File: src/rtl/fetch_sequencer.sv
// rtl/fetch_sequencer.sv - instruction fetch controller: PC, IR and start/stall/branch/halt sequencing
module fetch_sequencer #(
   parameter int                 ADDR_W    = 6,
   parameter int                 INSTR_W   = 32,
   parameter logic [INSTR_W-1:0] HALT_WORD = '0
) (
   input  logic               clk,
   input  logic               reset,
   input  logic               start,
   input  logic               stall,
   input  logic               branch_req,
   input  logic [ADDR_W-1:0]  branch_target,
   input  logic [INSTR_W-1:0] instr_in,
   output logic [ADDR_W-1:0]  pc_addr,
   output logic [INSTR_W-1:0] ir,
   output logic [ADDR_W-1:0]  ir_pc,
   output logic               ir_valid,
   output logic               halted
);

   typedef enum logic [1:0] {
      S_IDLE  = 2'b00,
      S_FETCH = 2'b01,
      S_HALT  = 2'b10
   } state_t;

   state_t               state_q, state_d;
   logic [ADDR_W-1:0]    pc_q, pc_d;
   logic [INSTR_W-1:0]   ir_q, ir_d;
   logic [ADDR_W-1:0]    ir_pc_q, ir_pc_d;
   logic                 ir_valid_q, ir_valid_d;
   logic                 halted_q, halted_d;

   // Next-state and next-register logic; everything holds unless a rule below fires.
   always_comb begin
      state_d    = state_q;
      pc_d       = pc_q;
      ir_d       = ir_q;
      ir_pc_d    = ir_pc_q;
      ir_valid_d = ir_valid_q;
      halted_d   = halted_q;
      case (state_q)
         S_IDLE: begin
            if (start) begin
               state_d    = S_FETCH;
               pc_d       = '0;
               ir_valid_d = 1'b0;
            end
         end
         S_FETCH: begin
            // Branch beats stall: the redirect inserts a single flush bubble.
            if (branch_req) begin
               pc_d       = branch_target;
               ir_d       = '0;
               ir_valid_d = 1'b0;
            end else if (!stall) begin
               ir_d    = instr_in;
               ir_pc_d = pc_q;
               if (instr_in == HALT_WORD) begin
                  ir_valid_d = 1'b0;
                  halted_d   = 1'b1;
                  state_d    = S_HALT;
               end else begin
                  ir_valid_d = 1'b1;
                  pc_d       = pc_q + ADDR_W'(1);
               end
            end
         end
         S_HALT: begin
            if (start) begin
               state_d    = S_FETCH;
               pc_d       = '0;
               halted_d   = 1'b0;
               ir_valid_d = 1'b0;
            end
         end
         default: state_d = S_IDLE;
      endcase
   end

   // State and output registers with synchronous reset overriding all inputs.
   always_ff @(posedge clk) begin
      if (reset) begin
         state_q    <= S_IDLE;
         pc_q       <= '0;
         ir_q       <= '0;
         ir_pc_q    <= '0;
         ir_valid_q <= 1'b0;
         halted_q   <= 1'b0;
      end else begin
         state_q    <= state_d;
         pc_q       <= pc_d;
         ir_q       <= ir_d;
         ir_pc_q    <= ir_pc_d;
         ir_valid_q <= ir_valid_d;
         halted_q   <= halted_d;
      end
   end

   assign pc_addr  = pc_q;
   assign ir       = ir_q;
   assign ir_pc    = ir_pc_q;
   assign ir_valid = ir_valid_q;
   assign halted   = halted_q;

endmodule

File: config.mk
export PLATFORM = sky130hd
export DESIGN_NAME = fetch_sequencer
export DESIGN_NICKNAME = d
export VERILOG_FILES = /design/src/rtl/fetch_sequencer.sv
export SDC_FILE = /design/constraint.sdc
export NUM_CORES = 1
export LEC_CHECK = 0
export ABC_AREA = 0
export CAP_MARGIN = 10
export CELL_PAD_IN_SITES_DETAIL_PLACEMENT = 0
export CELL_PAD_IN_SITES_GLOBAL_PLACEMENT = 2
export CORE_AREA = 2 2 95 97
export CTS_CLUSTER_SIZE = 28
export DETAILED_ROUTE_END_ITERATION = 8
export DIE_AREA = 0 0 97 99
export MAX_ROUTING_LAYER = met4
export PLACE_DENSITY_LB_ADDON = 0.2
export SYNTH_ARGS = -nofsm -noshare
export SYNTH_HDL_FRONTEND = slang
export SYNTH_SLANG_ARGS = --single-unit
File: constraint.sdc
create_clock -name clk -period 1.7 [get_ports clk]
set_input_delay 0.17 -clock clk [delete_from_list [all_inputs] [get_ports clk]]
set_output_delay 0.17 -clock clk [all_outputs]
set_load 0.02 [all_outputs]
Word level (Yosys, flattened, before mapping)
Index checks and enable logic that the tools add are counted.
{ "word_totals": {"ff_bits": 48, "latchBits": 0, "ram_bits": 0, "romBits": 0, "inputBits": 43, "out_inout_bits": 46, "word_cells": 51, "mem_count": 0} }
{ "op_classes": {"add_sub_neg": 1, "n_mul": 0, "n_div": 0, "order_cmp": 0, "eq_ne": 10, "n_shift": 0, "muxes": 21, "bitwise": 2, "n_reduce_logical": 11} }
{ "ops": {"columns": ["op", "count"], "rows": [
  ["$mux 32", 2],
  ["$logic_not 32->1", 1],
  ["$mux 6", 4],
  ["$pmux 6 s2", 1],
  ["$mux 2", 4],
  ["$ne 2x2->1 const B", 4],
  ["$reduce_and 4->1", 2],
  ["$mux 1", 7],
  ["$add 6x1->6 const B", 1],
  ["$ne 3x3->1 const B", 2],
  ["$reduce_and 3->1", 2],
  ["$reduce_and 5->1", 1],
  ["$ne 2x1->1 const B", 2],
  ["$pmux 1 s2", 2],
  ["$pmux 2 s2", 1],
  ["$reduce_bool 2->1", 2],
  ["$eq 2x1->1 const B", 1],
  ["$eq 2x2->1 const B", 1],
  ["$logic_not 2->1", 1],
  ["$not 1->1", 2],
  ["$reduce_and 2->1", 1],
  ["$reduce_or 2->1", 1]
]} }

Logic depth before layout (Yosys ltp)
Gate-level depths: netlist of the first run.
{ "depth": {"depth_word": 5, "ltp_mapped": 6, "ltp_nobuf": 6} }

Worst setup path after synthesis of the first run
No wires, ideal clock.
{ "synth_path": {"kind": "input to register", "from": "in instr_in[10]", "to": "reg pc_q[1] (netlist: pc_addr[1])", "setup_ps": 116, "t_arrival_ps": 1289, "required_time_ps": 1584, "slack_ps": 295, "stages": 6, "path_buffers": 1, "cell_sequence": "nor4_2 -> nand4_1 -> o41ai_2 -> buf_4 -> nor4_1 -> a31o_1"} }
{ "synth_via": {"elab_chain_len": 3} }
{ "synth_lines": {"columns": ["element", "line_no", "text"], "rows": [
  ["start, declared", "13", "input logic [INSTR_W-1:0] instr_in,"],
  ["$logic_not 32->1", "59", "if (instr_in == HALT_WORD) begin"],
  ["$ne 3x3->1 (no line)", null, null],
  ["$reduce_and 4->1 (no line)", null, null],
  ["end signal, assigned", "92", "pc_q <= pc_d;"],
  ["end, declared", "28", "logic [ADDR_W-1:0] pc_q, pc_d;"]
]} }
Every way passes these cells.
A chain may end at the register's enable or synchronous reset.

Worst setup path in the final report of the first run
{ "layout_path": {"from": "reg pc_q[3] (netlist: pc_addr[3])", "to": "out pc_addr[3]"} }
{ "layout_lines": {"columns": ["element", "line_no", "text"], "rows": [
  ["end, declared", "14", "output logic [ADDR_W-1:0] pc_addr,"]
]} }
No word-level cell between the ends.

==> results of run 1 <==
-- placed cells by master (no fill, tap or decap), drive strengths merged --
cell type,netlist,routed
o31ai,2,2
a31o,2,2
a22oi,32,32
nand3,6,6
o211ai,3,3
dlygate4sd2,0,7
clkdlybuf4s15,0,9
nor2,38,38
nand4,3,3
nor3b,1,1
clkinvlp,0,1
xnor2,1,1
o21ai,4,4
a21oi,8,8
buf,8,35
clkdlybuf4s50,0,55
clkinv,0,1
nand2,16,16
a31oi,1,1
a32oi,1,1
or3,1,1
xor2,2,2
mux2i,2,2
dlymetal6s2s,0,12
a32o,1,1
ha,1,1
clkbuf,6,10
inv,4,4
o21a,2,2
o41ai,2,2
nor4,10,10
nor2b,2,2
nor3,2,2
nand2b,3,3
dfxtp,48,48
or2,1,1
-- Yosys cell counts --
| cell | n |
|---|---|
| o21ai_1 | 1 |
| dfxtp_1 | 48 |
| a31oi_1 | 1 |
| o31ai_1 | 2 |
| o41ai_1 | 1 |
| nand3_1 | 6 |
| o41ai_2 | 1 |
| clkbuf_1 | 6 |
| a32o_1 | 1 |
| or3_2 | 1 |
| or2_2 | 1 |
| nor3_1 | 2 |
| o211ai_1 | 3 |
| o21a_1 | 2 |
| buf_2 | 7 |
| nor4_2 | 4 |
| nor4_1 | 6 |
| a21oi_1 | 8 |
| nand2_1 | 16 |
| mux2i_1 | 2 |
| xnor2_1 | 1 |
| xor2_1 | 2 |
| o21ai_0 | 3 |
| nor2_1 | 38 |
| nor3b_1 | 1 |
| a32oi_1 | 1 |
| inv_1 | 4 |
| buf_4 | 1 |
| nand4_1 | 3 |
| nor2b_1 | 2 |
| a22oi_1 | 32 |
| ha_1 | 1 |
| a31o_1 | 2 |
| nand2b_1 | 3 |
-- per-layer routing --
metal,GRT usage,vias to the layer above,part of all wire
met5,-,-,0
met2,0.206,63,0.47
met4,0.0325,0,0.0065
met3,0.0348,4,0.052
met1,0.171,956,0.47
li1,-,1001,-
-- power by group --
group | total, W | internal [W] | switching (W)
Combinational | 0.000393 | 0.000201 | 0.000192
Clock | 0.000655 | 0.000279 | 0.000376
Sequential | 0.00117 | 0.00115 | 0.0000207
-- cells by family (layout without fill, tap and decap cells) --
kind of cell | count (synthesis) | after routing | synth area share
adders and majority gates | 1 | 1 | 0.00651
DFF | 48 | 48 | 0.500
muxes | 2 | 2 | 0.0104
and+or+nand+nor | 83 | 83 | 0.209
buffers and inverters | 18 | 134 | 0.0417
AOI/OAI and AO/OA | 58 | 58 | 0.219
xor gates and xnor gates | 3 | 3 | 0.0137
-- timing repair --
item	CTS	global route
setup endpoints to repair	4	9
setup buffers	3	1
pin swaps	11	11
cloned	1	0
endpoints found under the hold margin	0	0
gates resized for setup	23	33
-- metrics by stage --
step / hold slack, ns / setup TNS [ns] / power (W) / utilization / instances
after global routing: 0.137 / -0.0145 / 0.00234 / 0.383 / 437
after global placement: 0.444 / -3.02 / 0.00160 / 0.366 / 425
after floorplan: 0.318 / 0 / 0.00134 / - / 213
final: 0.136 / 0 / 0.00222 / 0.383 / 437
after CTS: 0.264 / 0 / 0.00226 / 0.378 / 436
after detailed placement: 0.449 / -3.04 / 0.00160 / 0.366 / 425
-- final cells by class --
type                            instances  share of cell area
Timing Repair Buffer                  123               0.355
Sequential cell                        48               0.293
Multi-Input combinational cell        147               0.281
Tap cell                              108              0.0412
Clock buffer                            5              0.0210
Inverter                                4             0.00458
Clock inverter                          2             0.00382
-- worst paths after layout --
check | to | slack [ns] | cells past startpoint
max | pc_addr[3] | 0.08 | 1
min | ir[13]$_SDFFE_PP0P_ | 0.14 | 3
max reg2reg | pc_addr[0]$_SDFFE_PP0P_ | 0.13 | 6
min reg2reg | ir_pc[4]$_SDFFE_PP0P_ | 0.46 | 2
-- state kept, by name (all words and copies together), names as in the netlist --
register  flops
ir_pc         6
pc_addr       6
ir_valid      1
ir           32
state_q       2
halted        1
==> impl_metrics.tcl, run 1 <==
set metrics [dict create \
    outcome "finished clean" \
    min_path_type "in2reg" \
    initial_core_util 0.225 \
    numCtsBuffers 5 \
    ant_nets 0 \
    clock_skew_ns 0.0114 \
    fin_area_sq_mm 0.00328 \
    synth_seq_cells 48 \
    crit_buf_inv 1 \
    end_kind "output pin" \
    slowest_stage "clkdlybuf4s50_1" \
    dr.pass1.iters 4 \
    layout-drive-gt1-share 0.191 \
    ys_warn_count 0 \
    critPathMaxFanout 7 \
    p_leak_nw 1.30 \
    area_growth_pct 70.6 \
    grt_max_degree 46 \
    htreeDepth 2 \
    crit_chain "clkdlybuf4s50_1" \
    antenna_found_initial 0 \
    ys_seq_area_frac 0.500 \
    slew_violations 0 \
    hpwl_um 4290 \
    first_global_vias 1897 \
    ctsRootBufferMaster "clkbuf_8" \
    die_area_sq_mm 0.00960 \
    wl_per_cell_um 14.7 \
    netlist.top_cell.by_area "dfxtp_1" \
    relSlewSlack 0.673 \
    dpl_cell_area_sq_mm 0.00313 \
    postCtsHoldBufs 0 \
    cts_sinks 48 \
    via_per_inst 4.63 \
    timing.fmax_mhz 616 \
    multi_input_area_sq_um 922 \
    ios 89 \
    die_x_um 97 \
    wirelength_um 6430 \
    r2r-start "state_q[1]$_SDFFE_PP0P_" \
    setup_viol 0 \
    gp_congestion 0.729 \
    core-area_sq_mm 0.00855 \
    pre_cts_slack_ns -0.387 \
    worst_pin_slew_ns 0.490 \
    syn_inst 213 \
    worstSkewPairLatency_ns 0.30 \
    port_buffers 88 \
    synth_top_area_share 0.500 \
    fillCellCount 883 \
    vias 2024 \
    die_h_um 99 \
    yosysUniqueCellTypes 34 \
    ir_drop_mv 0.274 \
    finalHoldViolCount 0 \
    syn-num-nets 257 \
    rows 34 \
    seq_area_sq_um 961 \
    maxCapViolations 0 \
    required_ns 1.53 \
    arrival_ns 1.45 \
    nNetsFinal 373 \
    max_stage_delay_ns 0.67 \
    fin_crit_ns 1.62 \
    layout_setup_ws_ns 0.0777 \
    n_antenna_cell 0 \
    fin_crit_sh 0.954 \
    grt_first_pass_wirelength_um 9920 \
    grt_remaining_overflow 0 \
    startpoint_type "flop" \
    cts.clk_slew.worst_paths_ns 0.09 \
    crit_start "pc_addr[3]$_SDFFE_PP0P_" \
    cellPowerDensity_mw_per_mm2 677 \
    yosys-top-cells-area "dfxtp_1 50%, a22oi_1 13%, nor2_1 7.4%" \
    synth_area_sq_mm 0.00192 \
    worstHoldStart "instr_in[13]" \
    drc 0 \
    path_class "reg2out" \
    cp_top_family "buffers and inverters" \
    drt-initial-drc-count 56 \
    cts_tree "built" \
    clock_path_buffers 2 \
    grtUsageTotal 0.132 \
    syn_area_per_cell_sq_um 9.02 \
]
Note: power is estimated with default switching activity, not from simulation.
==> inputs of run 2 (changes only) <==
==> constraint.sdc (replaced) <==
create_clock -name clk -period 1.7 [get_ports clk]
set_input_delay 0.17 -clock clk [delete_from_list [all_inputs] [get_ports clk]]
set_output_delay 0.17 -clock clk [all_outputs]
set_load 0.05 [all_outputs]
==> run 2 against run 1 <==
Against the previous run:
- flip-flop and latch count did not move
- sequential power about the same
- via count is 1.2% lower
- die area did not move
- clock skew shrank 0.0077 ns
- clock-buffer cell count grew 2
- critical path depth up 7
- combinational power increased by 12%
- hold slack better by 0.016 ns
- largest power group unchanged
==> impl_metrics.tcl, run 2 (same netlist as run 1, synthesis figures left out) <==
set metrics [dict create \
    drt-initial-drc-count 67 \
    outcome "finished clean" \
    core-area_sq_mm 0.00855 \
    worst_pin_slew_ns 0.544 \
    end_kind "flop" \
    area_growth_pct 67.8 \
    r2r_slack_ns 0.13 \
    hpwl_um 4310 \
    cp_top_family "buffers and inverters" \
    cts_tree "built" \
    max_stage_delay_ns 0.34 \
    worstSkewPairLatency_ns 0.30 \
    vias 1999 \
    multi_input_area_sq_um 902 \
    dpl_cell_area_sq_mm 0.00309 \
    wirelength_um 6200 \
    critPathMaxFanout 5 \
    required_ns 1.90 \
    first_global_vias 1983 \
    pwr-share-clk 0.308 \
    die_x_um 97 \
    slowest_stage "o41ai_2" \
    ios 89 \
    fillCellCount 900 \
    crit_chain "dlygate4sd2_1, nor4_1, buf_4, nand4_1, o41ai_2, buf_4, nor4_1, a31o_1" \
    dr.pass1.iters 4 \
    relSlewSlack 0.637 \
    p_int_w 0.00168 \
    seqPwrFrac 0.503 \
    htreeDepth 2 \
    mostFrequentLayoutCells "48 x dfxtp_1, 48 x buf_4, 38 x nor2_1, 38 x clkdlybuf4s50_1, 32 x a22oi_1" \
    dp.cells 426 \
    largest_reg_flops 32 \
    p_total_w 0.00232 \
    grt_remaining_overflow 0 \
    final_cells 436 \
    p_leak_nw 1.35 \
    cts.clk_slew.worst_paths_ns 0.09 \
    nNetsFinal 371 \
    antenna_found_initial 0 \
    numCtsBuffers 5 \
    grt_max_degree 46 \
    initial_core_util 0.225 \
    layout-drive-gt1-share 0.213 \
    rsz0062_at_grt "false" \
    power_switching_w 0.000646 \
    die_area_sq_mm 0.00960 \
    slew_violations 0 \
    clock_skew_ns 0.00370 \
    gp_congestion 0.777 \
    path_depth 8 \
    fin_crit_ns 1.64 \
    worstHoldStart "instr_in[18]" \
    timing.fmax_mhz 609 \
    n_antenna_cell 0 \
    fin_crit_sh 0.966 \
    cts_sinks 48 \
    setup_viol 0 \
    combPwrFrac 0.189 \
    reg2reg_depth 6 \
    seq_area_sq_um 961 \
    path_class "in2reg" \
    finalHoldViolCount 0 \
    via_per_inst 4.58 \
    ant_nets 0 \
    startpoint_type "primary input" \
    grt_first_pass_wirelength_um 9870 \
    r2r-start "state_q[1]$_SDFFE_PP0P_" \
    whs_path_depth 3 \
    ir_drop_mv 0.270 \
    ctsRootBufferMaster "clkbuf_8" \
    crit_start "instr_in[15]" \
    fin_area_sq_mm 0.00322 \
    cellPowerDensity_mw_per_mm2 721 \
    die_h_um 99 \
    drc 0 \
    port_buffers 88 \
    rows 34 \
    arrival_ns 1.84 \
    grtUsageTotal 0.131 \
    maxCapViolations 0 \
    crit_buf_inv 3 \
    wl_per_cell_um 14.2 \
    min_path_type "in2reg" \
    clock_path_buffers 2 \
    p_sw_frac 0.278 \
]
run 2: changes by cell type in the layout (fill, tap and decap cells not counted), sizes merged:
cell,before,now
clkdlybuf4s15,9,4
clkbuf,10,7
clkinv,1,0
clkdlybuf4s50,55,38
buf,35,51
dlygate4sd2,7,16
run 2: layer usage:
metal	routed length, um	vias to the layer above	track usage
met2	2900	63	0.217
li1	-	1003	-
met1	2880	928	0.157
met3	350	5	0.0333
met4	61	0	0.0423
met5	0	-	-
run 2: worst min-delay path, stage by stage:
cell and delay [ns]:
dlymetal6s2s_1 0.11, a22oi_1 0.07, nor2_1 0.08
run 2: final timing paths:
path,endpoint
worst max-delay path,pc_addr[1]$_SDFFE_PP0P_
worst min-delay path,ir[18]$_SDFFE_PP0P_
worst max register to register,pc_addr[1]$_SDFFE_PP0P_
worst min register to register,ir_pc[3]$_SDFFE_PP0P_
run 2: final cells by class:
type	instances	area share
repair buffers	121	0.347
multi-input cells	147	0.280
inverters	4	0.00466
clock buffers	7	0.0268
flip-flops and latches	48	0.298
well taps	108	0.0419
clock inverters	1	0.00233
run 2: timing repair:
item / CTS / global route
hold buffers: 0 / 0
setup endpoints to repair: 4 / 8
gates resized for setup: 21 / 15
gates cloned: 1 / 0
setup buffers: 1 / 0
pin swaps: 10 / 11
run 2: power groups by stage:
stage	Combinational, W	Clock [W]	Sequential (W)
3_5_place_dp	0.000452	0	0.00120
3_3_place_gp	0.000454	0	0.00119
2_1_floorplan	0.000119	0	0.00127
5_1_grt	0.000474	0.000792	0.00117
4_1_cts	0.000449	0.000757	0.00117
6_report	0.000439	0.000716	0.00117
run 2: metrics by stage:
stage	hold WS, ns	utilization	setup WS [ns]	TNS, ns
after floorplan	0.318	-	0.140	0
after global placement	0.444	0.361	-0.383	-2.98
after detailed placement	0.448	0.361	-0.384	-2.98
after CTS	0.244	0.373	0.00689	0
after global routing	0.159	0.377	0.0102	0
final	0.153	0.377	0.0586	0
==> inputs of run 3 (changes only) <==
--- a/config.mk
+++ b/config.mk
@@ -14,7 +14,7 @@
 export DETAILED_ROUTE_END_ITERATION = 8
 export DIE_AREA = 0 0 97 99
 export MAX_ROUTING_LAYER = met4
-export PLACE_DENSITY_LB_ADDON = 0.2
+export PLACE_DENSITY_LB_ADDON = 0.1
 export SYNTH_ARGS = -nofsm -noshare
 export SYNTH_HDL_FRONTEND = slang
 export SYNTH_SLANG_ARGS = --single-unit
==> run 3 against run 2 <==
Against the previous run:
- flip-flop and latch count unchanged
- combinational power barely moved
- register-to-register slack improved by 0.02 ns
- sequential power is essentially flat
- critical path type unchanged
- critical endpoint unchanged
==> impl_metrics.tcl, run 3 (same netlist as run 1, synthesis figures left out) <==
set metrics [dict create \
    p_leak_nw 1.29 \
    antenna_found_initial 0 \
    wirelength_um 6470 \
    grt_remaining_overflow 0 \
    nNetsFinal 371 \
    fin_crit_sh 0.968 \
    p_int_w 0.00167 \
    postCtsHoldBufs 0 \
    core-area_sq_mm 0.00855 \
    worst_pin_slew_ns 0.513 \
    largest_reg_flops 32 \
    seq_area_sq_um 961 \
    end_kind "flop" \
    cellPowerDensity_mw_per_mm2 724 \
    dpl_cell_area_sq_mm 0.00306 \
    clock_path_buffers 2 \
    required_ns 1.90 \
    arrival_ns 1.85 \
    min_path_type "in2reg" \
    power_switching_w 0.000670 \
    ant_nets 0 \
    hpwl_um 4500 \
    die_h_um 99 \
    initial_core_util 0.225 \
    die_area_sq_mm 0.00960 \
    first_global_vias 1992 \
    combPwrFrac 0.189 \
    rows 34 \
    fin_crit_ns 1.65 \
    wl_per_cell_um 14.8 \
    cts_tree "built" \
    finalHoldViolCount 0 \
    outcome "finished clean" \
    ios 89 \
    htreeDepth 2 \
    drc 0 \
    path_class "in2reg" \
    multi_input_area_sq_um 958 \
    cts_sinks 48 \
    grt_first_pass_wirelength_um 10400 \
    grtUsageTotal 0.138 \
    drt-initial-drc-count 90 \
    ctsRootBufferMaster "clkbuf_8" \
    vias 2010 \
    setup_viol 0 \
    p_sw_frac 0.287 \
    gp_congestion 0.736 \
    ir_drop_mv 0.321 \
    critPathMaxFanout 5 \
    via_per_inst 4.61 \
    pwr-share-clk 0.311 \
    seqPwrFrac 0.500 \
    mostFrequentLayoutCells "49 x buf_4, 48 x dfxtp_1, 42 x clkdlybuf4s50_1" \
    area_growth_pct 68.0 \
    timing.fmax_mhz 607 \
    fillCellCount 915 \
    worstSkewPairLatency_ns 0.30 \
    maxCapViolations 0 \
    relSlewSlack 0.657 \
    tns_ns 0 \
    numCtsBuffers 5 \
    grt_max_degree 41 \
    fin_area_sq_mm 0.00323 \
    p_total_w 0.00234 \
    final_common_cell "buf_4" \
    port_buffers 88 \
    clock_skew_ns 0.00686 \
    dr.pass1.iters 4 \
    n_antenna_cell 0 \
    layout-drive-gt1-share 0.241 \
    cts.clk_slew.worst_paths_ns 0.09 \
    startpoint_type "primary input" \
    die_x_um 97 \
    slew_violations 0 \
]
-- run 3: changes by cell type in the layout (fill, tap and decap cells not counted), moves of 2 or more --
cell	delta
clkbuf_2	+2
clkdlybuf4s15_1	-2
clkdlybuf4s50_1	+4
dlygate4sd2_1	+3
nor4_4	+2
dlymetal6s2s_1	-8
clkinv_2	+2
nor4_1	-3
-- run 3: timing repair --
item,in CTS,in global routing
pin swaps,10,10
gates cloned,1,0
buffers inserted,2,1
resized for setup,31,13
endpoints found under the setup margin,10,7
hold endpoints to repair,0,0
-- run 3: layout make-up --
class | instances | area share
flip-flops and latches | 48 | 0.298
well taps | 108 | 0.0419
clock inverters | 2 | 0.00310
multi-input cells | 147 | 0.297
inverters | 4 | 0.00465
repair buffers | 121 | 0.330
clock buffers | 6 | 0.0256
-- run 3: layer usage --
layer / GRT usage / routed length (um) / part of all wire
met2: 0.207 / 2900 / 0.45
met1: 0.185 / 3200 / 0.49
met4: 0.0390 / 68 / 0.011
met5: - / 0 / 0
met3: 0.0348 / 299 / 0.046
-- run 3: final timing paths --
check | startpoint | to | slack, ns | cells after the start
worst max-delay path | instr_in[15] | pc_addr[1]$_SDFFE_PP0P_ | 0.05 | 8
worst min-delay path | instr_in[30] | ir[30]$_SDFFE_PP0P_ | 0.14 | 3
worst max register to register | state_q[1]$_SDFFE_PP0P_ | pc_addr[0]$_SDFFE_PP0P_ | 0.15 | 6
worst min register to register | ir_pc[5]$_SDFFE_PP0P_ | ir_pc[5]$_SDFFE_PP0P_ | 0.47 | 2
-- run 3: power groups by stage --
stage	clock network, W	registers [W]	logic, W
3_5_place_dp	0	0.00120	0.000447
4_1_cts	0.000755	0.00117	0.000443
2_1_floorplan	0	0.00127	0.000119
5_1_grt	0.000810	0.00117	0.000476
6_report	0.000727	0.00117	0.000442
3_3_place_gp	0	0.00120	0.000450
-- run 3: per-stage QoR --
| stage | hold WS (ns) | worst slack [ns] | utilization | instances |
|---|---|---|---|---|
| after floorplan | 0.318 | 0.140 | - | 213 |
| after global placement | 0.447 | -0.434 | 0.358 | 424 |
| after detailed placement | 0.454 | -0.481 | 0.358 | 424 |
| after CTS | 0.175 | 0.00260 | 0.373 | 435 |
| after global routing | 0.147 | -0.00528 | 0.378 | 436 |
| final | 0.136 | 0.0536 | 0.378 | 436 |
-- run 3: worst max-delay path, stage by stage --
cell and delay, ns:
dlygate4sd2_1 0.26, nor4_2 0.35, nand4_1 0.16, buf_6 0.15, o41ai_4 0.33, buf_4 0.19
nor4_1 0.05, a31o_1 0.18
